### config.mk
export PLATFORM = sky130hd
export DESIGN_NAME = cpu_controller_flat
export DESIGN_NICKNAME = d
export VERILOG_FILES = /design/src/rtl/cpu_controller_if.sv /design/src/rtl/cpu_controller.sv /design/src/flat_wrapper.sv
export SDC_FILE = /design/constraint.sdc
export NUM_CORES = 1
export LEC_CHECK = 0
export CORE_MARGIN = 5
export CORE_UTILIZATION = 44
export DETAILED_ROUTE_END_ITERATION = 7
export PLACE_DENSITY_LB_ADDON = 0.08
export SYNTH_ARGS = -nofsm -noshare
export SYNTH_HDL_FRONTEND = slang
export SYNTH_SLANG_ARGS = --single-unit
### constraint.sdc
create_clock -name clk -period 1.8 [get_ports clk]
set_input_delay 0.54 -clock clk [delete_from_list [all_inputs] [get_ports clk]]
set_output_delay 0.54 -clock clk [all_outputs]
set_load 0.02 [all_outputs]
### src/rtl/cpu_controller_if.sv
// Control bus between the multicycle sequencer and the 32-bit RISC datapath/RAM.
// The master side is the sequencer: it takes the decode and handshake inputs and drives the datapath strobes and status.
interface cpu_controller_if #(
  parameter int WIDTH = 32
);
  logic [5:0]       ir_op;
  logic             comp_in;
  logic             mem_ready;
  logic             run;
  logic             pcFetch;
  logic             pcEn;
  logic             pcIncSel;
  logic             pcAddSel;
  logic             pcRegSel;
  logic             irEn;
  logic             marEn;
  logic             ldEn;
  logic             stEn;
  logic             mdrEn;
  logic             wr;
  logic             wEn;
  logic             halted;
  logic             mem_err;
  logic [3:0]       state;
  logic [WIDTH-1:0] retired;

  modport master (
    input  ir_op, comp_in, mem_ready, run,
    output pcFetch, pcEn, pcIncSel, pcAddSel, pcRegSel, irEn, marEn,
           ldEn, stEn, mdrEn, wr, wEn, halted, mem_err, state, retired
  );

  modport slave (
    output ir_op, comp_in, mem_ready, run,
    input  pcFetch, pcEn, pcIncSel, pcAddSel, pcRegSel, irEn, marEn,
           ldEn, stEn, mdrEn, wr, wEn, halted, mem_err, state, retired
  );
endinterface

### src/rtl/cpu_controller.sv
// Multicycle fetch/decode/execute sequencer; 4-7 cycles per instruction with RAM ready, Moore strobes from state.
// Stalls in F_READ/LD_READ/ST_WRITE until mem_ready; a watchdog halts with mem_err after TIMEOUT idle cycles.
module cpu_controller #(
  parameter int WIDTH   = 32,
  parameter int TIMEOUT = 16
) (
  input logic            clk,
  input logic            reset,
  cpu_controller_if.master bus
);

  typedef enum logic [3:0] {
    IDLE     = 4'd0,
    F_ADDR   = 4'd1,
    F_READ   = 4'd2,
    PC_INC   = 4'd3,
    DECODE   = 4'd4,
    ALU_WB   = 4'd5,
    M_ADDR   = 4'd6,
    LD_READ  = 4'd7,
    LD_WB    = 4'd8,
    ST_LOAD  = 4'd9,
    ST_WRITE = 4'd10,
    BRANCH   = 4'd11,
    HALT     = 4'd12
  } stateT;

  localparam int WdW = (TIMEOUT > 1) ? $clog2(TIMEOUT) : 1;

  localparam logic [5:0] OP_JR   = 6'b110000;
  localparam logic [5:0] OP_BR   = 6'b110001;
  localparam logic [5:0] OP_BRC  = 6'b110010;
  localparam logic [5:0] OP_HALT = 6'b111111;

  stateT            curState;
  stateT            nextState;
  logic [WIDTH-1:0] retiredQ;
  logic             memErrQ;
  logic [WdW-1:0]   wdCnt;
  logic             waiting;
  logic             wdHit;
  logic             retire;
  logic             timeout;

  assign waiting = (curState == F_READ) || (curState == LD_READ) || (curState == ST_WRITE);
  // The limit cycle itself still accepts mem_ready; only a miss there faults.
  assign wdHit   = (wdCnt == WdW'(TIMEOUT - 1));

  always_ff @(posedge clk or posedge reset) begin
    if (reset) begin
      curState <= IDLE;
      retiredQ <= '0;
      memErrQ  <= 1'b0;
      wdCnt    <= '0;
    end else begin
      curState <= nextState;
      if (retire)  retiredQ <= retiredQ + 1'b1;
      if (timeout) memErrQ  <= 1'b1;
      if (!waiting)            wdCnt <= '0;
      else if (!bus.mem_ready) wdCnt <= wdCnt + 1'b1;
    end
  end

  always_comb begin
    nextState    = curState;
    retire       = 1'b0;
    timeout      = 1'b0;
    bus.pcFetch  = 1'b0;
    bus.pcEn     = 1'b0;
    bus.pcIncSel = 1'b0;
    bus.pcAddSel = 1'b0;
    bus.pcRegSel = 1'b0;
    bus.irEn     = 1'b0;
    bus.marEn    = 1'b0;
    bus.ldEn     = 1'b0;
    bus.stEn     = 1'b0;
    bus.mdrEn    = 1'b0;
    bus.wr       = 1'b0;
    bus.wEn      = 1'b0;
    bus.halted   = 1'b0;

    unique case (curState)
      IDLE: if (bus.run) nextState = F_ADDR;
      F_ADDR: begin
        bus.pcFetch = 1'b1;
        bus.marEn   = 1'b1;
        nextState   = F_READ;
      end
      F_READ: begin
        bus.irEn = 1'b1;
        if (bus.mem_ready) nextState = PC_INC;
        else if (wdHit) begin
          nextState = HALT;
          timeout   = 1'b1;
        end
      end
      PC_INC: begin
        bus.pcEn     = 1'b1;
        bus.pcIncSel = 1'b1;
        nextState    = DECODE;
      end
      DECODE: begin
        unique case (bus.ir_op[5:4])
          2'b00, 2'b01: nextState = ALU_WB;
          2'b10:        nextState = M_ADDR;
          default: begin
            if (bus.ir_op == OP_JR || bus.ir_op == OP_BR || bus.ir_op == OP_BRC)
              nextState = BRANCH;
            else if (bus.ir_op == OP_HALT)
              nextState = HALT;
            else begin
              nextState = F_ADDR;
              retire    = 1'b1;
            end
          end
        endcase
      end
      ALU_WB, LD_WB: begin
        bus.wEn   = 1'b1;
        nextState = F_ADDR;
        retire    = 1'b1;
      end
      M_ADDR: begin
        bus.marEn = 1'b1;
        nextState = bus.ir_op[0] ? ST_LOAD : LD_READ;
      end
      LD_READ: begin
        bus.ldEn  = 1'b1;
        bus.mdrEn = 1'b1;
        if (bus.mem_ready) nextState = LD_WB;
        else if (wdHit) begin
          nextState = HALT;
          timeout   = 1'b1;
        end
      end
      ST_LOAD: begin
        bus.stEn  = 1'b1;
        bus.mdrEn = 1'b1;
        nextState = ST_WRITE;
      end
      ST_WRITE: begin
        bus.wr = 1'b1;
        if (bus.mem_ready) begin
          nextState = F_ADDR;
          retire    = 1'b1;
        end else if (wdHit) begin
          nextState = HALT;
          timeout   = 1'b1;
        end
      end
      BRANCH: begin
        // pcIncSel=0 with pcRegSel=0 loads Ra; pcIncSel=1 with pcAddSel=1 adds the literal.
        if (bus.ir_op == OP_JR) begin
          bus.pcEn = 1'b1;
        end else if (bus.ir_op == OP_BR || (bus.ir_op == OP_BRC && bus.comp_in)) begin
          bus.pcEn     = 1'b1;
          bus.pcIncSel = 1'b1;
          bus.pcAddSel = 1'b1;
        end
        nextState = F_ADDR;
        retire    = 1'b1;
      end
      HALT:    bus.halted = 1'b1;
      default: nextState = IDLE;
    endcase
  end

  assign bus.state   = curState;
  assign bus.retired = retiredQ;
  assign bus.mem_err = memErrQ;

endmodule

### src/flat_wrapper.sv
// flat-port wrapper written by rule: the top's interface ports become plain ports
module cpu_controller_flat 
#(
  parameter int WIDTH   = 32,
  parameter int TIMEOUT = 16
)
  (clk, reset, bus_ir_op, bus_comp_in, bus_mem_ready, bus_run, bus_pcFetch, bus_pcEn, bus_pcIncSel, bus_pcAddSel, bus_pcRegSel, bus_irEn, bus_marEn, bus_ldEn, bus_stEn, bus_mdrEn, bus_wr, bus_wEn, bus_halted, bus_mem_err, bus_state, bus_retired);
  cpu_controller_if #(.WIDTH(WIDTH)) bus_i ();
  input logic clk;
  input logic reset;
  input wire logic [$bits(bus_i.ir_op)-1:0] bus_ir_op;
  input wire logic [$bits(bus_i.comp_in)-1:0] bus_comp_in;
  input wire logic [$bits(bus_i.mem_ready)-1:0] bus_mem_ready;
  input wire logic [$bits(bus_i.run)-1:0] bus_run;
  output wire logic [$bits(bus_i.pcFetch)-1:0] bus_pcFetch;
  output wire logic [$bits(bus_i.pcEn)-1:0] bus_pcEn;
  output wire logic [$bits(bus_i.pcIncSel)-1:0] bus_pcIncSel;
  output wire logic [$bits(bus_i.pcAddSel)-1:0] bus_pcAddSel;
  output wire logic [$bits(bus_i.pcRegSel)-1:0] bus_pcRegSel;
  output wire logic [$bits(bus_i.irEn)-1:0] bus_irEn;
  output wire logic [$bits(bus_i.marEn)-1:0] bus_marEn;
  output wire logic [$bits(bus_i.ldEn)-1:0] bus_ldEn;
  output wire logic [$bits(bus_i.stEn)-1:0] bus_stEn;
  output wire logic [$bits(bus_i.mdrEn)-1:0] bus_mdrEn;
  output wire logic [$bits(bus_i.wr)-1:0] bus_wr;
  output wire logic [$bits(bus_i.wEn)-1:0] bus_wEn;
  output wire logic [$bits(bus_i.halted)-1:0] bus_halted;
  output wire logic [$bits(bus_i.mem_err)-1:0] bus_mem_err;
  output wire logic [$bits(bus_i.state)-1:0] bus_state;
  output wire logic [$bits(bus_i.retired)-1:0] bus_retired;
  assign bus_i.ir_op = bus_ir_op;
  assign bus_i.comp_in = bus_comp_in;
  assign bus_i.mem_ready = bus_mem_ready;
  assign bus_i.run = bus_run;
  assign bus_pcFetch = bus_i.pcFetch;
  assign bus_pcEn = bus_i.pcEn;
  assign bus_pcIncSel = bus_i.pcIncSel;
  assign bus_pcAddSel = bus_i.pcAddSel;
  assign bus_pcRegSel = bus_i.pcRegSel;
  assign bus_irEn = bus_i.irEn;
  assign bus_marEn = bus_i.marEn;
  assign bus_ldEn = bus_i.ldEn;
  assign bus_stEn = bus_i.stEn;
  assign bus_mdrEn = bus_i.mdrEn;
  assign bus_wr = bus_i.wr;
  assign bus_wEn = bus_i.wEn;
  assign bus_halted = bus_i.halted;
  assign bus_mem_err = bus_i.mem_err;
  assign bus_state = bus_i.state;
  assign bus_retired = bus_i.retired;
  cpu_controller #(.WIDTH(WIDTH), .TIMEOUT(TIMEOUT)) u_core (.clk(clk), .reset(reset), .bus(bus_i));
endmodule
Yosys cells after proc, flatten, opt, wreduce, memory -nomap -nowiden
Index checks and enable logic that the tools add are counted.
{"block": "word_totals", "in_bits": 11, "regBits": 41}
{"block": "classes", "n_reduce_logical": 16, "add_sub_neg": 2, "mux": 35, "eq_ne": 21, "bitwise": 1}
{"cell": "case mux 4 bit (11 select lines)", "n": 1}
{"cell": "two-way mux 4 bit", "n": 10}
{"cell": "adder 32 x 1 -> 32 bit (second input constant)", "n": 1}
{"cell": "== test 4 bit (second input constant)", "n": 6}
{"cell": "== test 6 bit (second input constant)", "n": 4}
{"cell": "two-way mux 1 bit", "n": 20}
{"cell": "== test 4 x 3 -> 1 bit (second input constant)", "n": 4}
{"cell": "OR reduction 3 bit", "n": 3}
{"cell": "== test 4 x 2 -> 1 bit (second input constant)", "n": 2}
{"cell": "case mux 4 bit (2 select lines)", "n": 1}
{"cell": "OR reduction 2 bit", "n": 4}
{"cell": "logical OR 1 bit", "n": 5}
{"cell": "adder 4 x 1 -> 4 bit (second input constant)", "n": 1}
{"cell": "== test 4 x 1 -> 1 bit (second input constant)", "n": 1}
{"cell": "zero test 4 bit", "n": 1}
{"cell": "!= test 2 bit (second input constant)", "n": 2}
{"cell": "case mux 1 bit (2 select lines)", "n": 2}
{"cell": "case mux 1 bit (3 select lines)", "n": 1}
{"cell": "== test 2 x 1 -> 1 bit (second input constant)", "n": 1}
{"cell": "== test 2 bit (second input constant)", "n": 1}
{"cell": "zero test 2 bit", "n": 1}
{"cell": "AND reduction 2 bit", "n": 1}
{"cell": "logical AND 1 bit", "n": 1}
{"cell": "NOT 1 bit", "n": 1}

Longest topological paths before layout
{"block": "logic_depth", "ltp_word": 6, "depth_mapped": 6, "mapped_depth_nobuf": 6}

Worst setup path before layout
Ideal clock, no wire load.
{"block": "synth_path", "path_kind": "register to output", "from": "reg u_core.curState[3], in the netlist u_core.bus.state[3]", "to": "out bus_pcIncSel", "stages_incl_launch_ff": 6, "t_arrival_ps": 1556, "path_buffers": 1, "slack_ps": -296, "path_cell_list": "dfrtp_1 > buf_4 > nand2b_1 > nor4_1 > nand2_1 > a21oi_1"}
{"block": "synth_via", "elab_chain_len": 2}
{"item": "start, declared", "line_no": "cpu_controller.sv:35", "rtl": "stateT curState;"}
{"item": "start signal, assigned", "line_no": "cpu_controller.sv:56", "rtl": "curState <= nextState;"}
{"item": "== test 4 bit / == test 4 x 2 -> 1 bit (equally long branches)", "line_no": "cpu_controller.sv:82", "rtl": "unique case (curState)"}
{"item": "case mux 1 bit (2 select lines) (*)", "line_no": "cpu_controller.sv:82"}
{"item": "end, declared", "line_no": "flat_wrapper.sv:17", "rtl": "output wire logic [$bits(bus_i.pcIncSel)-1:0] bus_pcIncSel;"}
Mark *: on every way between the ends. The rest lies on a longest branch, timed or not.

Final worst setup path
{"block": "layout_path", "from": "reg u_core.curState[2], in the netlist u_core.bus.state[2]", "to": "out bus_marEn"}
{"block": "layout_via", "elab_chain_len": 3}
{"item": "== test 4 x 1 -> 1 bit / == test 4 x 3 -> 1 bit (equally long branches)", "line_no": "cpu_controller.sv:82"}
{"item": "OR reduction 2 bit (no source line) (*)"}
{"item": "two-way mux 1 bit (*)", "line_no": "cpu_controller.sv:82"}
{"item": "end, declared", "line_no": "flat_wrapper.sv:21", "rtl": "output wire logic [$bits(bus_i.marEn)-1:0] bus_marEn;"}
Marked as above.

==> implementation parameters <==
Parameter                              Value

Final layout
  Total Nets Final ... 390
  Core utilization of the finished layout ... 79.03%
  Number of fill cells in the layout ... 329
  Ant diodes ... 0
  Fraction of final layout cells with drive strength greater than 1 ... 43.65%
  Layout area overhead ... 71.86%

Die
  Number of core rows ... 26
  Total core area ... 5172 um^2
  Chip Width ... 83.53 um
  # IOs ... 61
  Full die area ... 6976 um^2
  Starting utilization of the core area ... 45.98%
  Vert. Die Dim ... between 80 and 90 um

STA
  Final clock skew ... around 0.010 ns
  Least setup slack across all paths after layout ... -0.1984 ns
  Final number of setup-violating endpoints ... 38
  Fmax achieved ... 0.5004 GHz
  Shortest period the worst path allows ... around 2 ns
  Period Utilization, post-route ... 111.0%
  Final hold vios ... 0
  Fin Setup TNS ... -3.775 ns
  Max-slew violation count ... 0
  Unrepaired setup endpoints after global routing ... true

Clock network
  CTS H-tree lvls ... 2
  Count of clock tree sinks ... 41
  Post-CTS clock slew at the launch and capture registers of the worst setup and hold paths ... 0.09 ns
  Clock Path Buffers ... 2
  Total clock buffers created by CTS ... 5
  CTS tree ... built
  Cell at the root of the clock tree ... clkbuf_8
  Latest clock arrival within the worst-skew pair ... 0.30 ns

Pwr
  Max rail drop VDD ... 0.001237 V
  Leak ... 2.087 nW
  Total chip power ... 5.120 mW
  Cell area power density ... 1253 nW/um^2

Global route
  Number of global-route vias before repair ... 2365
  Global-route usage over all layers ... 20.05%
  Global-route wire length before repair ... 11430 um
  Pin count of the biggest net entering global routing ... 42
  Number of antenna violations at the first check in global routing ... 0
  Grt ovf ... 0

Route
  Number of vias per cell ... 5.230
  Overall routed net length ... roughly 7100 um
  Wire length on met3 ... around 280 um
  Highest metal layer with signal wires ... met4
  First-pass detailed-route iteration total ... 4
  DRC violations left ... 0
  Drt first-iter violations ... 73
  Drt wl/cell ... 15.89 um
  Amount of wire on met2 after detailed routing ... around 3900 um
  Total number of vias ... 2343
  Count of antenna-violating nets left after detailed routing ... 0
  Met1 WL ... around 2800 um

Synthesis
  Main combinational cell family by area after synthesis ... simple AND/OR/NAND/NOR gates
  Xor/xnor cell area share of the yosys netlist ... 12.89%
  Yosys warnings ... 0
  Multiplexer fraction of the synthesized cell area ... 1.736%
  Fraction of the mapped netlist area in adder cells ... under 10%
  Count of different cell masters after synthesis ... 49
  Fraction of the yosys area taken by sequential cells ... 43.14%
  Compound-gate portion of the synthesized area ... 9.732%
  Netlist area before placement ... 2379 um^2
  Post-Synthesis Mean Instance Area ... 9.514 um^2
  Basic-gate share of the synthesized area counting and, or, nand and nor cells ... 27.62%
  Number of flip-flops and latches in the synthesized netlist ... slightly above 40
  Net count after synthesis ... 263
  Number of standard cells after synthesis ... 250

Placement
  Routability cong. ... 0.8688
  Count of input and output buffers ... 59
  Total half-perimeter wirelength after legalization and detailed placement ... ~4600 um

Setup path
  Delay-heaviest family, CP ... flip-flops
  CP required ... 1.26 ns
  Startpoint types ... flip-flop
  Setup crit end kind ... output port
  Startpoint-to-endpoint class of the critical path ... reg -> out
  Cell-by-cell listing of the critical path ... buf_4 > inv_4 > or3_4 > a21oi_4 > buf_6
  Largest fanout on the critical path ... 3
  Delay of the slowest cell on the worst path ... 0.39 ns
  Cell with the biggest individual delay on the critical path ... dfrtp_1
  Critical path data arrival time ... 1.46 ns
  Register-to-Register Path Depth ... 8
  Number of cells on the critical path ... 5
  Critical path buffer and inverter count ... 3

Hold path
  Hold WC Path Type ... reg -> reg
  Cells on Worst Hold Path ... 1

Run status
  Outcome ... finished, violations left
  Violations in the final reports ... negative setup slack

Run
  Number of violations of the max-capacitance limit ... 0
==> flip-flops by register name, summed over array words and instances, names as in the netlist <==
signal,count
u_core.bus.retired,32
u_core.bus.state,4
u_core.wdCnt,4
u_core.bus.mem_err,1
==> kinds of logic after synthesis <==
group           count (synthesis)
buf+inv                        18
compound gates                 29
simple gates                  120
mux                             4
flops                          41
xor+xnor                       35
fa+ha+maj                       2
other cells                     1
==> placed cells by master (no fill, tap or decap), types with 3 or more instances in the layout <==
| cell type | netlist | final |
|---|---|---|
| a21oi_1 | 7 | 3 |
| a21oi_4 | 0 | 3 |
| and3_1 | 3 | 3 |
| buf_12 | 0 | 3 |
| buf_2 | 1 | 6 |
| buf_4 | 3 | 46 |
| buf_6 | 1 | 32 |
| clkbuf_2 | 0 | 3 |
| clkbuf_8 | 0 | 5 |
| dfrtp_1 | 41 | 39 |
| dlygate4sd2_1 | 0 | 36 |
| inv_1 | 10 | 8 |
| mux2i_1 | 3 | 3 |
| nand2_1 | 33 | 23 |
| nand2_2 | 0 | 5 |
| nand2_4 | 0 | 5 |
| nand2b_4 | 0 | 6 |
| nand3_1 | 8 | 8 |
| nand4_1 | 9 | 9 |
| nor2_1 | 30 | 14 |
| nor2_2 | 0 | 6 |
| nor2_4 | 0 | 10 |
| nor3_2 | 1 | 3 |
| nor3_4 | 2 | 5 |
| nor4_4 | 0 | 4 |
| o21ai_0 | 5 | 5 |
| xnor2_1 | 15 | 12 |
| xnor2_2 | 0 | 3 |
| xor2_1 | 20 | 20 |
==> worst register-to-register path: stages (launching register included) <==
cell and delay (ns):
dfrtp_1 0.39, buf_4 0.23, and4b_1 0.23, and4_4 0.26, buf_4 0.13, o311ai_2 0.10, buf_4 0.19, nor2_2 0.13
xor2_1 0.20
==> final cells by class <==
class,instances,area [um^2],share of cell area (%)
clock inverter,3,68.82,1.684
timing repair buffer,128,1146,28.04
tap,70,87.58,2.143
multi-input combinational,191,1648,40.31
sequential,41,1028,25.16
clock buffer,5,68.82,1.684
inverter,10,40.04,0.9795
==> Yosys cell counts (all sizes together) <==
master | count | area (um^2)
a21oi | 7 | 35.03
and4b | 2 | 20.02
xnor2 | 15 | 131.4
ha | 2 | 25.02
o31a | 1 | 8.760
and4 | 2 | 20.02
mux2 | 1 | 11.26
conb | 1 | 3.750
a221oi | 1 | 8.760
o21ai | 5 | 25.02
nor3b | 1 | 7.510
xor2 | 20 | 175.2
a211oi | 2 | 15.01
mux2i | 3 | 30.03
nor2b | 2 | 12.51
buf | 6 | 42.53
o311ai | 2 | 25.03
o22ai | 2 | 26.28
o31ai | 1 | 21.27
inv | 10 | 37.54
nor4b | 2 | 30.03
a31oi | 2 | 12.51
nand2 | 33 | 123.9
nand3 | 9 | 50.05
a211o | 1 | 8.760
clkbuf | 2 | 7.510
nor3 | 10 | 77.57
and3 | 3 | 18.77
dfrtp | 41 | 1026
nand4b | 1 | 8.760
a2111oi | 2 | 17.52
nand4 | 9 | 56.30
o2111ai | 1 | 8.760
nor2 | 30 | 112.6
nand2b | 8 | 50.05
or3 | 1 | 6.260
a41o | 1 | 10.01
nor4 | 7 | 62.56
o221ai | 1 | 8.760
==> final timing paths <==
kind / slack, ns / start / end
worst min-delay path: 0.46 / u_core.bus.retired[31] / u_core.bus.retired[31]
max in group asynchronous: 1.00 / reset / u_core.bus.state[3]
worst min register to register: 0.46 / u_core.bus.retired[31] / u_core.bus.retired[31]
min in group asynchronous: 0.59 / reset / u_core.bus.retired[27]
worst max-delay path: -0.20 / u_core.bus.state[2] / bus_marEn
worst max register to register: -0.15 / u_core.bus.state[2] / u_core.bus.retired[24]
==> stage by stage <==
stage                     cell area (um^2)  hold slack, ns  worst slack (ns)  cells
after CTS                             3914          0.4667           -0.2632    440
after detailed placement              3516          0.4586            -1.079    423
after global placement                3516          0.4536            -1.012    423
after global routing                  4088          0.5078           -0.2679    448
after floorplan                       2477          0.5162           -0.1494    250
final                                 4088          0.4611           -0.1984    448
==> per-layer routing <==
metal,global-route usage (%),vias up
li1,-,1128
met1,24.78,1148
met2,35.42,57
met3,3.949,10
met4,5.848,0
met5,0,-
==> where the power goes <==
part	internal (mW)	switching [mW]	leakage [nW]
clock	0.558	0.342	0.0687
sequential	1.04	0.120	0.530
combinational	1.49	1.57	1.49
total	3.09	2.03	2.09
==> repair_timing <==
action,CTS,global route
resized for setup,193,38
hold buffers,0,0
pin swaps,24,24
hold endpoints to repair,0,0
setup endpoints to repair,82,46
buffers inserted,9,10
Power figures use the tool's default switching activity.
